<file path="config.mk">
export PLATFORM = sky130hd
export DESIGN_NAME = wdt_rst_req
export DESIGN_NICKNAME = d
export VERILOG_FILES = /design/src/rtl/wdt_pkg.sv /design/src/rtl/wdt_rst_req.sv
export SDC_FILE = /design/constraint.sdc
export NUM_CORES = 1
export LEC_CHECK = 0
export ABC_AREA = 1
export CAP_MARGIN = 10
export CORE_UTILIZATION = 40
export CTS_CLUSTER_SIZE = 12
export DETAILED_ROUTE_END_ITERATION = 6
export GPL_TIMING_DRIVEN = 0
export SYNTH_ARGS = -nofsm -noshare
export SYNTH_HDL_FRONTEND = slang
export SYNTH_SLANG_ARGS = --single-unit
</file>
<file path="constraint.sdc">
create_clock -name clk_50m -period 1.6 [get_ports clk_50m]
set_clock_uncertainty 0.2 [all_clocks]
set_input_delay 0.32 -clock clk_50m [delete_from_list [all_inputs] [get_ports clk_50m]]
set_output_delay 0.32 -clock clk_50m [all_outputs]
set_load 0.01 [all_outputs]
</file>
<file path="src/rtl/wdt_pkg.sv">
// Shared types and default constants for the watchdog reset-request generator.
// Contents: FSM state enum (IDLE, RUN, FIRE) and 50 MHz default timing values.
// Imported by wdt_rst_req.
package wdt_pkg;

  typedef enum logic [1:0] {
    IDLE = 2'd0,
    RUN  = 2'd1,
    FIRE = 2'd2
  } wdt_state_t;

  // 100 ms at 50 MHz
  localparam int unsigned TIMEOUT_CYCLES_100MS = 5_000_000;
  // 20 us reset-request pulse at 50 MHz
  localparam int unsigned PULSE_CYCLES_DEF     = 1_000;
  // 10 ms early warning at 50 MHz
  localparam int unsigned WARN_CYCLES_DEF      = 500_000;
  // wide enough for TIMEOUT_CYCLES_100MS
  localparam int unsigned CNT_W_DEF            = 25;

endpackage

</file>
<file path="src/rtl/wdt_rst_req.sv">
// Watchdog reset-request generator: counts cycles while enabled, fires a
// fixed-width active-low reset-request pulse if not kicked within the timeout.
// Latency: rst_req_n falls at the edge ending RUN cycle TIMEOUT_CYCLES-1, held
// low PULSE_CYCLES cycles; no backpressure (kick/en ignored during the pulse).
//
// Ports:
//   clk_50m    in   system clock
//   rst_n      in   synchronous active-low reset
//   en         in   watchdog enable (level)
//   kick       in   single-cycle restart pulse
//   rst_req_n  out  registered active-low reset request, resets to 1
//   fired      out  sticky expiry flag, cleared by disable or reset
//   warn       out  early warning (only with WDT_WARN_EN, else constant 0)
//
// Optional feature macro: WDT_WARN_EN enables the early-warning comparator.
module wdt_rst_req
  import wdt_pkg::*;
#(
  parameter int unsigned TIMEOUT_CYCLES = TIMEOUT_CYCLES_100MS,
  parameter int unsigned PULSE_CYCLES   = PULSE_CYCLES_DEF,
  parameter int unsigned WARN_CYCLES    = WARN_CYCLES_DEF,
  parameter int unsigned CNT_W          = CNT_W_DEF
) (
  input  logic clk_50m,
  input  logic rst_n,
  input  logic en,
  input  logic kick,
  output logic rst_req_n,
  output logic fired,
  output logic warn
);

  // Reject illegal configurations while elaborating.
  if ((CNT_W < 1) || (CNT_W > 32) ||
      (TIMEOUT_CYCLES < 2) || (PULSE_CYCLES < 1) ||
      (64'(TIMEOUT_CYCLES) >= (64'd1 << CNT_W)) ||
      (64'(PULSE_CYCLES) >= (64'd1 << CNT_W)) ||
      (WARN_CYCLES >= TIMEOUT_CYCLES)) begin : g_bad_params
    $fatal(1, "wdt_rst_req: illegal parameter combination");
  end

  localparam logic [CNT_W-1:0] TIMEOUT_LAST = CNT_W'(TIMEOUT_CYCLES - 1);
  localparam logic [CNT_W-1:0] PULSE_LAST   = CNT_W'(PULSE_CYCLES - 1);

  wdt_state_t       state;
  logic [CNT_W-1:0] cnt;

  // One counter serves both the timeout (RUN) and the pulse width (FIRE).
  always_ff @(posedge clk_50m) begin
    if (!rst_n) begin
      state     <= IDLE;
      cnt       <= '0;
      rst_req_n <= 1'b1;
      fired     <= 1'b0;
    end else begin
      case (state)
        IDLE: begin
          cnt <= '0;
          if (en) begin
            state <= RUN;
          end else begin
            fired <= 1'b0;
          end
        end

        RUN: begin
          // Priority: disable, then kick, then timeout. A kick on the final
          // count therefore still prevents the fire.
          if (!en) begin
            state <= IDLE;
            cnt   <= '0;
            fired <= 1'b0;
          end else if (kick) begin
            cnt <= '0;
          end else if (cnt == TIMEOUT_LAST) begin
            state     <= FIRE;
            cnt       <= '0;
            rst_req_n <= 1'b0;
            fired     <= 1'b1;
          end else begin
            cnt <= cnt + CNT_W'(1);
          end
        end

        FIRE: begin
          // The pulse always runs to completion; only rst_n can cut it short.
          if (cnt == PULSE_LAST) begin
            state     <= IDLE;
            cnt       <= '0;
            rst_req_n <= 1'b1;
          end else begin
            cnt <= cnt + CNT_W'(1);
          end
        end

        default: begin
          state     <= IDLE;
          cnt       <= '0;
          rst_req_n <= 1'b1;
        end
      endcase
    end
  end

`ifdef WDT_WARN_EN
  localparam logic [CNT_W-1:0] WARN_START = CNT_W'(TIMEOUT_CYCLES - WARN_CYCLES);

  // Decoded straight from the registered count, so it drops the cycle after
  // a kick, a disable or entry to FIRE.
  assign warn = (state == RUN) && (cnt >= WARN_START);
`else
  assign warn = 1'b0;
`endif

endmodule

</file>
# ---- Word-level counts from Yosys, hierarchy flattened
# Cells that the tools add are included.
dict set report totals {
  ff_bits 29
  wordCells 44
}
dict set report op_classes {
  addsub 1
  n_eq_ne 12
  muxes 21
  bitwise 1
  reduce_logical 5
}
# cell count
set op_table {}
lappend op_table {{2-to-1 mux 25 bit} 4}
lappend op_table {{one-hot mux 25 bit (2 select lines)} 1}
lappend op_table {{adder 25 x 1 -> 25 bit, second input constant} 1}
lappend op_table {{equality test 25 x 10 -> 1 bit, second input constant} 1}
lappend op_table {{equality test 25 x 23 -> 1 bit, second input constant} 1}
lappend op_table {{inequality test 2 bit, second input constant} 6}
lappend op_table {{2-to-1 mux 2 bit} 5}
lappend op_table {{2-to-1 mux 1 bit} 8}
lappend op_table {{AND reduction 4 bit} 2}
lappend op_table {{inequality test 3 bit, second input constant} 2}
lappend op_table {{one-hot mux 2 bit (3 select lines)} 1}
lappend op_table {{AND reduction 5 bit} 1}
lappend op_table {{one-hot mux 1 bit (3 select lines)} 1}
lappend op_table {{equality test 2 x 1 -> 1 bit, second input constant} 1}
lappend op_table {{equality test 2 bit, second input constant} 1}
lappend op_table {{zero test 2 bit} 1}
lappend op_table {{one-hot mux 1 bit (2 select lines)} 1}
lappend op_table {{nonzero test 2 bit} 1}
lappend op_table {{inverter 1 bit} 1}

# ---- Logic depth before layout (Yosys ltp)
dict set report depth {
  ltp_word 5
  ltp_mapped 12
  depth_no_buf 12
}

# ---- Least setup slack after synthesis
# OpenSTA, ideal clock, no wires.
dict set report synth_timing {
  path_kind {register to register}
  startpoint {reg cnt[0]}
  endpoint {reg cnt[0]}
  setup_time_ns 0.117
  t_arrival_ns 1.444
  slack_ns -0.162
  path_stages_with_launch 12
  n_path_buf 1
  path_cell_list {dfxtp_1 -> ha_1 -> nand2_2 -> nor2_4 -> nand2_4 -> nor2_4 -> nand2_1 -> nand3_2 -> nand2_2 -> nand3_4 -> buf_8 -> nor2_1}
}
dict set report synth_via {
  elab_chain_cells 5
  elab_cells_between_ends 8
  cone_classes {add/sub (1); eq/ne (2); mux (5)}
}
# element line
set synth_lines {}
lappend synth_lines {{start, declared} wdt_rst_req.sv:46} ;# logic [CNT_W-1:0] cnt;
lappend synth_lines {{start signal, assigned} wdt_rst_req.sv:81} ;# cnt <= cnt + CNT_W'(1);
lappend synth_lines {{start signal, assigned} wdt_rst_req.sv:92} ;# cnt <= cnt + CNT_W'(1);
lappend synth_lines {{adder 25 x 1 -> 25 bit / equality test 25 x 23 -> 1 bit (equally long branches)} {wdt_rst_req.sv:81, wdt_rst_req.sv:92, wdt_rst_req.sv:75}}
lappend synth_lines {{2-to-1 mux 25 bit} wdt_rst_req.sv:75} ;# end else if (cnt == TIMEOUT_LAST) begin
lappend synth_lines {{2-to-1 mux 25 bit} wdt_rst_req.sv:73} ;# end else if (kick) begin
lappend synth_lines {{2-to-1 mux 25 bit} wdt_rst_req.sv:69} ;# if (!en) begin
lappend synth_lines {{one-hot mux 25 bit (2 select lines) (*)} wdt_rst_req.sv:56} ;# case (state)
# Every way passes the cells marked *; elsewhere a longest branch is shown, timed or not.
# A chain may end at the register's enable or synchronous reset.

# ---- Final worst setup path
dict set report layout_timing {
  startpoint {reg cnt[0]}
  endpoint {reg cnt[3]}
}
# Same word-level chain as after synthesis.

==> summary.md <==
| Metric | Value |
|---|---|
| Synth warn | 0 |
| Die height | roughly 68 um |
| Mapped Cells | approximately 250 |
| Hold buffer count at CTS | 0 |
| Clk slew on worst S/H paths | around 0.07 ns |
| Final ANT Viol Nets | 0 |
| WHS Path Cells | 2 |
| # fillers | a little over 400 |
| Drt pass-1 iters | 4 |
| Congestion Overflow GR | 0 |
| Number of synthesized flops with an enable pin | 0 |
| Sequential share of power | 0.402 |
| CTS tree | built |
| Layout cells sized above 1 | 0.301 |
| Largest cells by area after synthesis | dfxtp_1, nor2_1, nand2_1 |
| Failing checks | negative setup slack |
| Register area share after synthesis | 0.334 |
| #FFs+latches synth | 29 |
| Post-synth top area share | 0.334 |
| Int Pwr | approximately 1300 uW |
| Root buf cell | clkbuf_8 |
| Most frequent cells after synthesis | nor2_1, nand2_1, inv_1 |
| Synthesized area | roughly 1700 sq um |
| Number of global-route vias before repair | 1444 |
| Synth cell types | 26 |
| Worst path max stage delay | approximately 0.36 ns |
| Final Non-Filler Cells | about 330 |
| Post-synth ARST share | 0 |
| Row cnt | 23 |
| Layout Nets | slightly below 300 |
| Syn_area_per_cell | roughly 7 sq um |
| Part of the power in combinational logic | 0.280 |
| Max-Cap Viols | 0 |
| Cell family with most CP delay | simple AND/OR/NAND/NOR gates |
| CTS H-tree depth | 2 |
| Min Clock Period, post-route | about 1.7 ns |
| Placed Cells | 309 |
| Core Area | just over 4000 sq um |
| Stages on the worst setup path | 12 |
| CP max stage cell | dfxtp_4 |
| Area leader, netlist | dfxtp_1 |
| Min setup slack post-route | -0.144 ns |
| Post-detailed-route wirelength per cell | 12.7 um |
| Hold Fails Final Rpt | 0 |
| Die ar. | between 4000 and 5000 sq um |
| Fin Setup TNS | -3.50 ns |
| Max IR drop VDD | 0.727 mV |
| F_max | ~570 MHz |
| Post-route cell area | 2240 sq um |
| CP max FO | 5 |
| Leakage | roughly 0.00084 uW |
| Initial antenna violation count | 0 |
| First-pass GRT wire length | 6810 um |
| Clock power frac | 0.319 |
| Num CTS Buffers | 5 |
| Routability cong. | around 0.93 |
| Worst reg2reg path depth | 12 |
| Power Density | between 800 and 900 nW/um^2 |
| Most used DFF post-synth | dfxtp_1 |
| Most frequent cell after synthesis | nor2_1 |
| Cell Area, Placed | 1870 sq um |
| Worst Path Required | 1.58 ns |
| Clk buf depth | 2 |
| Layout overhead on the synthesized area | 29.0% |
| Worst-Skew Late Latency | 0.29 ns |
| Fin crit share | 1.09 |
| Final slew viol count | 0 |
| Initial DRC count | 109 |
| Ant. Diodes | 0 |
| Final Setup Violations | 28 |
| Critical Path End Type | flop |
| Bufs and invs on worst path | 2 |
| Die Wd | around 68 um |
| Hold crit path type | flop to flop |
| Kind of critical path | flop to flop |
| Critical path arrival | between 1.5 and 2 ns |
| Boundary Pins | 7 |
| Initial Utilization | 0.425 |
| Largest net degree at the start of global routing | 9 |
| DR vias | approximately 1.6k |
| Status | complete, but fails checks |
| IO buf count | 5 |
| Clock sinks | 29 |
| Switch share | 0.308 |
| P_sw | 595 uW |
| Vias per inst | 4.91 |
| Routed WL | between 4000 and 5000 um |
| DP HPWL | roughly 2900 um |
| Worst path cell trace | ha_4 > nand2_4 > nor2_4 > nand2_4 > nor2_4 > nand2_1 > nand3_2 > nand2_2 > nand3_4 > buf_12 > buf_8 > nor2_1 |
| GRT Total Usage | 0.208 |
| Startpoint types | flop |
| Syn Nets | 262 |
| DRC errors left | 0 |
| RSZ-0062 raised after global routing | yes |
==> state kept, by name (all words and copies together) (netlist names) <==
name / count
cnt: 25
fired: 1
rst_req_n: 1
state: 2
==> stage by stage <==
stage / util / total power [uW] / worst slack, ns / hold slack, ns
6_report: 0.548 / 1930 / -0.144 / 0.255
4_1_cts: 0.531 / 1910 / -0.145 / 0.262
3_3_place_gp: 0.457 / 1170 / -0.297 / 0.255
2_1_floorplan: - / 1090 / -0.0797 / 0.240
5_1_grt: 0.548 / 2030 / -0.243 / 0.287
3_5_place_dp: 0.457 / 1180 / -0.302 / 0.257
==> cell families after synthesis <==
| family | after synthesis | share of synthesized area |
|---|---|---|
| simple gates | 156 | 0.412 |
| other cells | 1 | 0.00216 |
| buf+inv | 35 | 0.0901 |
| xor+xnor | 22 | 0.111 |
| flops | 29 | 0.334 |
| compound gates | 7 | 0.0216 |
| fa+ha+maj | 4 | 0.0288 |
==> power groups by stage <==
stage                     clock network [uW]  registers (uW)  logic (uW)
after CTS                                631             778         506
after global routing                     661             777         589
after floorplan                            0             799         288
after global placement                     0             797         376
final                                    616             775         540
after detailed placement                   0             798         379
==> tightest hold or removal path: stages, from the launching register on <==
cell and delay (ns):
dfxtp_1 0.32, o21ai_1 0.06, nand2_1 0.05
==> cell usage in the layout (no fill, tap or decap), types with 4 or more instances in the layout <==
cell type	n
nand4_1	6
nor2_1	45
buf_4	13
nand3_1	16
nor2_4	4
nor3_1	4
dfxtp_1	14
xor2_1	18
nand2_2	7
dfxtp_2	12
inv_1	28
nor3_2	4
nor2_2	18
xnor2_1	4
clkbuf_8	6
nand2_1	46
==> area by class of cell <==
| class | instances | area (sq um) | share of cell area |
|---|---|---|---|
| Sequential cell | 29 | 607 | 0.271 |
| Timing Repair Buffer | 22 | 228 | 0.102 |
| Buffer | 4 | 45.0 | 0.0201 |
| Inverter | 30 | 113 | 0.0503 |
| Tap cell | 50 | 62.6 | 0.0279 |
| Multi-Input combinational cell | 190 | 1100 | 0.491 |
| Clock buffer | 7 | 86.3 | 0.0385 |
==> worst paths after layout <==
check / start / end / slack [ns]
setup / recovery: cnt[0] / cnt[3] / -0.14
setup reg to reg: cnt[0] / cnt[3] / -0.14
hold reg to reg: rst_req_n / rst_req_n / 0.26
hold / removal: rst_req_n / rst_req_n / 0.26
==> per-layer routing <==
metal  global-route usage  wire [um]  share of wire  vias up
met5                    0          0              0        -
met4                0.120        122          0.029        0
met3               0.0450        186          0.044        9
met2                0.329       1950           0.46       34
met1                0.257       1950           0.46      751
li1                     -          -              -      835
==> timing repair <==
| action | 4_1_cts | 5_1_grt |
|---|---|---|
| gates resized for setup | 28 | 25 |
| endpoints found under the hold margin | 0 | 0 |
| pin swaps | 10 | 4 |
| cloned | 2 | 0 |
| setup buffers | 13 | 2 |
| setup endpoints to repair | 31 | 29 |
No activity file was read; power rests on OpenSTA's default activity.
